--- config.mk ---
export PLATFORM = sky130hd
export DESIGN_NAME = pipe_skid_reg
export DESIGN_NICKNAME = d
export VERILOG_FILES = /design/src/rtl/pipe_skid_reg.sv
export SDC_FILE = /design/constraint.sdc
export NUM_CORES = 1
export LEC_CHECK = 0
export ABC_AREA = 1
export BUFFER_PORTS_ARGS = -buffer_cell sky130_fd_sc_hd__clkbuf_2
export CAP_MARGIN = 20
export CORE_ASPECT_RATIO = 1.5
export CORE_MARGIN = 2
export CORE_UTILIZATION = 55
export CTS_CLUSTER_SIZE = 30
export DETAILED_ROUTE_END_ITERATION = 7
export HOLD_SLACK_MARGIN = 0.08
export PLACE_DENSITY = 0.81
export SLEW_MARGIN = 30
export SYNTH_ARGS = -nofsm -noshare
export SYNTH_HDL_FRONTEND = slang
export SYNTH_SLANG_ARGS = --single-unit
export TNS_END_PERCENT = 5
--- constraint.sdc ---
create_clock -name clk -period 3.4 [get_ports clk]
set_input_delay 0.51 -clock clk [delete_from_list [all_inputs] [get_ports clk]]
set_output_delay 0.51 -clock clk [all_outputs]
set_load 0.005 [all_outputs]
--- src/rtl/pipe_skid_reg.sv ---
// Generic pipeline stage register with valid/ready handshake and a 2-entry skid buffer.
// in_ready depends only on the stored state, so backpressure never ripples combinationally upstream.
module pipe_skid_reg #(
  parameter int                 DATA_W  = 8,
  parameter logic [DATA_W-1:0]  NOP_VAL = '0,
  parameter int                 CNT_W   = 16
) (
  input  logic              clk,
  input  logic              reset,
  input  logic              flush,
  input  logic              clr_cnt,
  input  logic              in_valid,
  output logic              in_ready,
  input  logic [DATA_W-1:0] in_data,
  output logic              out_valid,
  input  logic              out_ready,
  output logic [DATA_W-1:0] out_data,
  output logic [1:0]        occupancy,
  output logic [CNT_W-1:0]  stall_cnt
);

  typedef enum logic [1:0] {
    EMPTY = 2'd0,
    ONE   = 2'd1,
    TWO   = 2'd2
  } state_t;

  localparam logic [CNT_W-1:0] CNT_MAX = '1;

  state_t            state, state_nxt;
  logic [DATA_W-1:0] main_q, main_nxt;
  logic [DATA_W-1:0] skid_q, skid_nxt;
  logic [CNT_W-1:0]  stall_q;
  logic              in_fire, out_fire;

  assign in_ready  = (state != TWO) & ~reset;
  assign out_valid = (state != EMPTY);
  assign out_data  = main_q;
  assign occupancy = {state == TWO, state == ONE};
  assign stall_cnt = stall_q;

  assign in_fire  = in_valid & in_ready;
  assign out_fire = out_valid & out_ready;

  // NOTE: every signal assigned here gets a default first, so no path leaves it unassigned and no latch is inferred.
  always_comb begin
    state_nxt = state;
    main_nxt  = main_q;
    skid_nxt  = skid_q;
    if (flush) begin
      // A simultaneous in_fire is dropped; the upstream stage is being flushed as well.
      state_nxt = EMPTY;
      main_nxt  = NOP_VAL;
      skid_nxt  = NOP_VAL;
    end else begin
      unique case (state)
        EMPTY: begin
          if (in_fire) begin
            state_nxt = ONE;
            main_nxt  = in_data;
          end
        end
        ONE: begin
          if (in_fire && out_fire) begin
            main_nxt = in_data;
          end else if (in_fire) begin
            state_nxt = TWO;
            skid_nxt  = in_data;
          end else if (out_fire) begin
            state_nxt = EMPTY;
            main_nxt  = NOP_VAL;
          end
        end
        TWO: begin
          if (out_fire) begin
            state_nxt = ONE;
            main_nxt  = skid_q;
            skid_nxt  = NOP_VAL;
          end
        end
        default: begin
          state_nxt = EMPTY;
          main_nxt  = NOP_VAL;
          skid_nxt  = NOP_VAL;
        end
      endcase
    end
  end

  // NOTE: state registers use non-blocking assignments so every flop samples pre-edge values.
  always_ff @(posedge clk or posedge reset) begin
    if (reset) begin
      state  <= EMPTY;
      main_q <= NOP_VAL;
      skid_q <= NOP_VAL;
    end else begin
      state  <= state_nxt;
      main_q <= main_nxt;
      skid_q <= skid_nxt;
    end
  end

  // Stall counter survives flush; only reset or clr_cnt clear it.
  always_ff @(posedge clk or posedge reset) begin
    if (reset) begin
      stall_q <= '0;
    end else if (clr_cnt) begin
      stall_q <= '0;
    end else if (out_valid && !out_ready && stall_q != CNT_MAX) begin
      stall_q <= stall_q + 1'b1;
    end
  end

endmodule

==> flow_summary.ini, run 1 <==
[synth]
synth_warnings = 0
postSynthAreaPerCell_sq_um = 7.30
ys_ff_latch = 34
syn_inst = 265
seq_area_frac_synth_pct = 44.0
ys_types = 25
syn_area_sq_um = 1940
synth_nets = 280

[pwr]
p_int_mw = 0.700
p_leak_nw = 1.24
comb_power_share_pct = 16.6
seqPwrFrac_pct = 45.9
p_per_area_nw_per_um2 = 425
peakVddDrop_uv = 310
switching_share_pct = 27.7
netSwitchingPower_mw = 0.268
clkPwrFrac_pct = 37.5

[setup_path]
critPathRequiredTime_ns = 2.89
rrSetupSlack_ns = 1.63
worstPathArrival_ns = 1.36
crit_chain = inv_2, nand2_1, inv_1, nor2_1, clkbuf_2
crit_path_max_incr_delay_ns = 0.42
crit_path_start = state[0]
cp-start-kind = flop
reg2reg_depth = 9
worst_path_max_delay_cell = dfrtp_1
critPathKind = reg2out
reg2reg_from = stall_cnt[0]
crit_fanout = 11
end_kind = output port
r2r-end = stall_cnt[7]
endpoint = in_ready

[timing]
min_period_over_period_pct = 55.0
max_freq_mhz = 534
tightest_slew_ns = 0.479
rsz0062_at_grt = no
whs_ns = 0.323
setup_viol = 0
finalSetupTns_ns = 0
hold_viol_final = 0
report.final.slew_viol_count = 0
slew_headroom_pct = 68.1
layout_min_cycle_time_ns = 1.87
fin_skew_ns = 0.00779

[die]
die_h_um = 76.7
start_util_pct = 57.2
core_area_sq_um = 3380
rows = 26
io_pins = 42
die_area_sq_um = 4020
die_w_um = 52.4

[route]
wirelength_um = 4520
avgRoutedWirePerCell_um = 12.8
drt_iter0_markers = 64
first_pass_iters = 6
dr_total_vias = 1876
ant_nets = 0
via_per_inst = 5.33
drcViolationCount = 0

[place]
dpl.hpwl_um = 3380
io_buffers = 41
gp_congestion = 0.933

[layout]
drive_gt1_share_pct = 20.0
antenna_cells = 0
area_growth_pct = 17.7
layout.nets = 324

[global_route]
antenna_found_initial = 0
first_global_vias = 1792
met3_usage_pct = 6.03
grt.busiest_layer = met2
use_met2_pct = 43.8
grt_util_met1_pct = 27.5
grt_usage_pct = 25.6
grt_max_degree = 36
grt-ovfl-total = 0
grt_pass1_wl_um = 7740

[status]
outcome = finished, final reports clean

[clocking]
clk_pin_slew_ns = 0.07
cts_resized = 0
numClockSinks = 34
insertion_delay_ns = 0.29
cts_tree = done
root_buffer = clkbuf_8
numCtsBuffers = 5
htreeDepth = 2
post_cts_buffers = 0
cts_hold_buf = 0
clockBufferDepth = 2

[worst_hold_path]
hold_class = in2async

[flow_run]
cap_violations = 0
[layout make-up]
| class | count | area [sq um] |
|---|---|---|
| Sequential cell | 34 | 851 |
| Clock buffer | 7 | 76.3 |
| Fill cell | 317 | 1100 |
| Tap cell | 42 | 52.6 |
| Inverter | 17 | 63.8 |
| Timing Repair Buffer | 42 | 213 |
| Multi-Input combinational cell | 209 | 992 |
| Clock inverter | 1 | 30.0 |
[logic make-up after synthesis]
kind of cell	Yosys count	share of synthesized area [%]
buf+inv	22	4.78
fa+ha+maj	1	0.646
simple gates	186	42.5
xor+xnor	6	2.71
compound gates	16	5.43
flops	34	44.0
[flip-flops by register name, indices dropped and copies added (netlist names)]
name and cells:
out_data 8, stall_cnt 16, state 2, skid_q 8
[cell usage after synthesis]
| master | instances | area, sq um |
|---|---|---|
| a21o_1 | 1 | 7.51 |
| a21oi_1 | 1 | 5.00 |
| a32o_1 | 1 | 10.0 |
| buf_2 | 2 | 10.0 |
| buf_6 | 1 | 11.3 |
| clkbuf_1 | 2 | 7.51 |
| clkinv_1 | 1 | 3.75 |
| dfrtp_1 | 34 | 851 |
| ha_1 | 1 | 12.5 |
| inv_1 | 13 | 48.8 |
| inv_2 | 3 | 11.3 |
| nand2_1 | 118 | 443 |
| nand2_2 | 1 | 6.26 |
| nand3_1 | 25 | 125 |
| nand3_2 | 1 | 10.0 |
| nand4_1 | 13 | 81.3 |
| nor2_1 | 21 | 78.8 |
| nor2_2 | 2 | 12.5 |
| nor2_4 | 4 | 45.0 |
| nor2_8 | 1 | 20.0 |
| o21ai_0 | 2 | 10.0 |
| o21ai_1 | 5 | 25.0 |
| o21ai_2 | 2 | 17.5 |
| o21bai_1 | 4 | 30.0 |
| xor2_1 | 6 | 52.6 |
[power by group through the flow]
stage	sequential (mW)	clock (mW)	combinational, mW
detailed placement	0.451	0	0.163
global placement	0.451	0	0.161
CTS	0.444	0.373	0.164
floorplan	0.451	0	0.105
finish	0.444	0.363	0.161
global route	0.446	0.390	0.182
[routing by layer]
| layer | up-vias | share of wire [%] |
|---|---|---|
| met2 | 50 | 52 |
| li1 | 943 | - |
| met3 | 20 | 3.8 |
| met4 | 0 | 4.4 |
| met1 | 863 | 39 |
| met5 | - | 0 |
[worst max-delay path, delay by kind of cell, from the launching register on]
kind          cells  cell delay (ns)
simple gates      2             0.17
flops             1             0.42
buf+inv           3             0.48
[cell usage in the layout (no fill, tap or decap), drive strengths merged]
| master | count |
|---|---|
| nand2 | 119 |
| o21bai | 4 |
| xor2 | 6 |
| nand4 | 13 |
| a21o | 1 |
| o21ai | 9 |
| ha | 1 |
| dfrtp | 34 |
| a32o | 1 |
| clkinv | 1 |
| nor2 | 28 |
| a21oi | 1 |
| bufinv | 1 |
| buf | 1 |
| nand3 | 26 |
| inv | 16 |
| clkbuf | 48 |
[metrics by stage]
stage / instance area, sq um / setup slack [ns] / std cells / utilization, % / total power [mW]
2_1_floorplan: 1940 / 1.20 / 265 / - / 0.555
3_3_place_gp: 2170 / 1.56 / 344 / 64.2 / 0.612
3_5_place_dp: 2170 / 1.50 / 344 / 64.2 / 0.615
4_1_cts: 2280 / 1.52 / 352 / 67.3 / 0.981
5_1_grt: 2280 / 1.44 / 352 / 67.3 / 1.02
6_report: 2280 / 1.53 / 352 / 67.3 / 0.968
[how the worst min path moves through the flow]
stage	cells after the start	end	slack, ns
global route	3	skid_q[6]	0.37
CTS	3	out_data[3]	0.33
detailed placement	2	skid_q[4]	0.46
floorplan	2	skid_q[0]	0.44
finish	3	skid_q[6]	0.32
global placement	2	skid_q[2]	0.45
(Power assumes the default switching activity.)
==> inputs of run 2 (changes only) <==
--- a/config.mk
+++ b/config.mk
@@ -10,11 +10,11 @@
 export CAP_MARGIN = 20
 export CORE_ASPECT_RATIO = 1.5
 export CORE_MARGIN = 2
-export CORE_UTILIZATION = 55
+export CORE_UTILIZATION = 54
 export CTS_CLUSTER_SIZE = 30
 export DETAILED_ROUTE_END_ITERATION = 7
 export HOLD_SLACK_MARGIN = 0.08
-export PLACE_DENSITY = 0.81
+export PLACE_DENSITY = 0.79
 export SLEW_MARGIN = 30
 export SYNTH_ARGS = -nofsm -noshare
 export SYNTH_HDL_FRONTEND = slang
==> constraint.sdc (replaced) <==
create_clock -name clk -period 1.8 [get_ports clk]
set_input_delay 0.27 -clock clk [delete_from_list [all_inputs] [get_ports clk]]
set_output_delay 0.27 -clock clk [all_outputs]
set_load 0.005 [all_outputs]
==> run 2 against run 1 <==
  * Wire length is 10% higher
  * Non-clock buffer count rose by 7
  * Utilization rose by 2.7 points
  * Cell area increased by 5.0%
  * Clock skew down 0.0033 ns
  * Sequential power grew 89%
  * First-iteration DRC count is 23% lower
  * Flip-flop and latch count unchanged
  * Critical endpoint is now stall_cnt[11]
  * Highest routed layer unchanged
==> flow_summary.ini, run 2 (synthesis results as in run 1) <==
[global_route]
grt-ovfl-total = 0
grt_max_degree = 35
grt_usage_pct = 26.9
grt_pass1_wl_um = 8250
first_global_vias = 1890
antenna_found_initial = 0

[place]
gp_congestion = 0.956
dpl.hpwl_um = 3480
io_buffers = 41
post-place-ws_ns = 0.119

[route]
wirelength_um = 4990
first_pass_iters = 4
drcViolationCount = 0
drt_iter0_markers = 49
ant_nets = 0
avgRoutedWirePerCell_um = 13.8
dr_total_vias = 1940
via_per_inst = 5.39

[layout]
fill_cells = 320
area_growth_pct = 23.6
antenna_cells = 0
fin_util_pct = 70.0
layout_commonest_cell = nand2_1
layout.nets = 332
drive_gt1_share_pct = 23.3
largest_reg_flops = 16
final_cell_mix = nand2_1, clkbuf_2, dfrtp_1

[pwr]
p_leak_nw = 1.29
total_power_mw = 2.04
peakVddDrop_uv = 689
p_per_area_nw_per_um2 = 853

[timing]
worst_slack_ns = 0.119
setup_viol = 0
report.final.slew_viol_count = 0
tightest_slew_ns = 0.434
whs_ns = 0.151
slew_headroom_pct = 71.1
layout_min_cycle_time_ns = 1.68
hold_viol_final = 0
fin_skew_ns = 0.00446
min_period_over_period_pct = 93.4
max_freq_mhz = 595

[clocking]
clk_pin_slew_ns = 0.08
htreeDepth = 2
cts_hold_buf = 0
cts_tree = done
root_buffer = clkbuf_8
clockBufferDepth = 2
numCtsBuffers = 5
insertion_delay_ns = 0.29
numClockSinks = 34

[die]
rows = 26
die_area_sq_um = 4090
die_w_um = 52.9
die_h_um = 77.3
io_pins = 42
core_area_sq_um = 3420
start_util_pct = 56.7

[setup_path]
critPathRequiredTime_ns = 2.03
critPathKind = reg2reg
rrSetupSlack_ns = 0.12
end_kind = flop
worstPathArrival_ns = 1.91
cp-start-kind = flop
crit_fanout = 7

[flow_run]
cap_violations = 0

[worst_hold_path]
hold_class = in2async

[status]
outcome = finished, final reports clean
==> run 2: worst paths after layout <==
kind,depth (start not counted),start,to
worst max register to register,10,stall_cnt[0],stall_cnt[11]
worst min register to register,2,skid_q[0],skid_q[0]
worst min-delay path,3,reset,out_data[7]
worst max-delay path,10,stall_cnt[0],stall_cnt[11]
min in group clk,3,in_data[5],skid_q[5]
max in group asynchronous,3,reset,stall_cnt[10]
==> run 2: final cells by class <==
type / count / area [sq um] / share of cell area [%]
inverter: 17 / 67.6 / 2.82
tap: 42 / 52.6 / 2.20
multi-input combinational: 210 / 1010 / 42.1
timing repair buffer: 49 / 278 / 11.6
clock inverter: 3 / 68.8 / 2.88
clock buffer: 5 / 68.8 / 2.88
sequential: 34 / 851 / 35.6
==> run 2: where the power goes <==
part           leakage (nW)  internal, mW  total (mW)  switching, mW
Sequential            0.466         0.808       0.839         0.0315
Clock                0.0683         0.555       0.853          0.298
Combinational         0.757         0.128       0.349          0.221
Total                  1.29          1.49        2.04          0.551
==> run 2: layer usage <==
layer	wire, um	track usage, %	vias up
met5	0	0	-
met4	151	13.6	0
met3	232	4.28	11
met2	2710	47.4	69
met1	1890	29.9	895
li1	-	-	965
==> run 2: stage by stage <==
stage	setup TNS, ns	cells	instance area, sq um
2_1_floorplan	0	265	1940
3_3_place_gp	0	347	2200
3_5_place_dp	0	347	2200
4_1_cts	0	355	2340
5_1_grt	-0.00798	360	2390
6_report	0	360	2390
==> run 2: worst max-delay path, stage by stage (launching register included) <==
cell     delay (ns)
dfrtp_1        0.40
ha_2           0.23
nand3_2        0.12
inv_2          0.11
nand2_2        0.09
nor2_4         0.14
nor2_4         0.06
buf_12         0.13
nor2_4         0.18
nand2_1        0.08
nand2_1        0.07
==> run 2: repair_timing <==
item,CTS,global route
setup endpoints to repair,0,16
setup buffers,0,4
gates resized for setup,0,1
endpoints found under the hold margin,0,0
==> inputs of run 3 (changes only) <==
--- a/config.mk
+++ b/config.mk
@@ -5,12 +5,10 @@
 export SDC_FILE = /design/constraint.sdc
 export NUM_CORES = 1
 export LEC_CHECK = 0
-export ABC_AREA = 1
 export BUFFER_PORTS_ARGS = -buffer_cell sky130_fd_sc_hd__clkbuf_2
 export CAP_MARGIN = 20
 export CORE_ASPECT_RATIO = 1.5
-export CORE_MARGIN = 2
-export CORE_UTILIZATION = 54
+export CORE_UTILIZATION = 53
 export CTS_CLUSTER_SIZE = 30
 export DETAILED_ROUTE_END_ITERATION = 7
 export HOLD_SLACK_MARGIN = 0.08
==> run 3 against run 2 <==
  * Wire length fell by 11%
  * Worst setup slack got worse by 0.063 ns
  * Cell area fell by 4.5%
  * Via count fell by 13%
  * Critical path type unchanged
==> flow_summary.ini, run 3 <==
[timing]
slew_headroom_pct = 60.8
min_period_over_period_pct = 96.9
max_freq_mhz = 573
worst_slack_ns = 0.0561
finalSetupTns_ns = 0
layout_min_cycle_time_ns = 1.74
tightest_slew_ns = 0.585
setup_viol = 0
hold_viol_final = 0
report.final.slew_viol_count = 0
whs_ns = 0.217
fin_skew_ns = 0.00868
rsz0062_at_grt = yes

[route]
dr_total_vias = 1697
via_per_inst = 6.13
ant_nets = 0
drt_iter0_markers = 51
first_pass_iters = 4
avgRoutedWirePerCell_um = 16.0
drcViolationCount = 0
wirelength_um = 4430

[pwr]
p_per_area_nw_per_um2 = 792
peakVddDrop_uv = 716
total_power_mw = 1.81
p_leak_nw = 1.06

[die]
core_area_sq_um = 3190
start_util_pct = 56.5
die_w_um = 49.6
die_area_sq_um = 3650
die_h_um = 73.5
rows = 25
io_pins = 42

[clocking]
root_buffer = clkbuf_8
htreeDepth = 2
numClockSinks = 34
numCtsBuffers = 5
clk_pin_slew_ns = 0.08
insertion_delay_ns = 0.29
clockBufferDepth = 2
cts_tree = done

[synth]
ys_async_sr_fraction_pct = 100
synth_warnings = 0
synth_edf_count = 0
synth_top_area_share_pct = 47.2
synth_common_cells = dfrtp_1, a21oi_1, nand2_1
seq_area_frac_synth_pct = 47.2
synth_nets = 195
ys_types = 40
synth_top_flop_cell = dfrtp_1
yosys.area.top_type = dfrtp_1
postSynthAreaPerCell_sq_um = 10.0
syn_area_sq_um = 1800
ys_ff_latch = 34
syn_inst = 180
synth.most_common_cell = dfrtp_1
synth.area.top_cells = dfrtp_1, a21oi_1, o2bb2ai_1, a22oi_1, o31ai_1

[layout]
drive_gt1_share_pct = 31.2
fin_util_pct = 71.6
final_area_sq_um = 2280
layout.nets = 251
final_cell_mix = clkbuf_2, dfrtp_1, a21oi_1
area_growth_pct = 26.6
antenna_cells = 0
largest_reg_flops = 16
layout_commonest_cell = clkbuf_2
fill_cells = 268
fin_cells = 277

[global_route]
first_global_vias = 1691
grt_max_degree = 19
antenna_found_initial = 0
grt-ovfl-total = 0
grt_usage_pct = 27.4
grt_pass1_wl_um = 7580

[setup_path]
critPathRequiredTime_ns = 2.01
end_kind = flop
crit_path_max_incr_delay_ns = 0.52
crit_fanout = 8
worst_path_max_delay_cell = or4_1
worstPathArrival_ns = 1.95
reg2reg_depth = 5
crit_chain = ha_2, and2_2, nand4_4, or4_1, a21oi_1
critPathKind = reg2reg
cp-start-kind = flop

[place]
place_area_sq_um = 2120
io_buffers = 41
dpl.hpwl_um = 3260
placed_cells = 267
post-place-ws_ns = -0.00525
gp_congestion = 0.823

[worst_hold_path]
hold_class = in2reg
hold_depth = 2

[status]
outcome = finished, final reports clean

[flow_run]
cap_violations = 0
-- run 3: path summary, 6_finish.rpt --
check / startpoint / end / slack, ns
worst max-delay path: stall_cnt[0] / stall_cnt[12] / 0.06
worst min-delay path: in_data[1] / skid_q[1] / 0.22
worst max register to register: stall_cnt[0] / stall_cnt[12] / 0.06
worst min register to register: out_data[3] / out_data[3] / 0.50
max in group asynchronous: reset / out_data[3] / 1.01
min in group asynchronous: reset / stall_cnt[7] / 0.59
-- run 3: power breakdown --
part / switching [mW] / internal, mW
combinational: 0.0903 / 0.0732
clock: 0.297 / 0.555
sequential: 0.0126 / 0.782
-- run 3: layout make-up --
cell class / instances / area, sq um / share of cell area, %
clock inverters: 3 / 68.8 / 3.01
flip-flops and latches: 34 / 851 / 37.2
multi-input cells: 133 / 900 / 39.4
repair buffers: 57 / 328 / 14.3
clock buffers: 5 / 68.8 / 3.01
well taps: 40 / 50.0 / 2.19
inverters: 5 / 18.8 / 0.821
-- run 3: cells by family after synthesis --
group           Yosys count  share of synthesized area (%)
simple gates             69                           23.2
fa+ha+maj                 1                          0.693
buf+inv                  13                           3.54
flops                    34                           47.2
compound gates           59                           23.2
mux                       4                           2.29
-- run 3: critical path, delay by kind of cell, from the launching register on --
family	cells	cell delay, ns
and+or+nand+nor	3	0.86
DFF	1	0.42
adders and majority gates	1	0.23
AOI/OAI and AO/OA	1	0.15
-- run 3: per-layer routing --
layer	GRT usage [%]	routed length (um)	vias up
met2	48.9	2390	52
met3	5.18	164	11
li1	-	-	795
met4	13.7	91	0
met1	30.8	1780	839
met5	0	0	-
-- run 3: timing repair --
item	CTS	global route
setup buffers	0	1
hold buffers	1	0
gates cloned	0	0
hold endpoints to repair	34	0
resized for setup	1	3
pin swaps	0	1
setup endpoints to repair	1	5
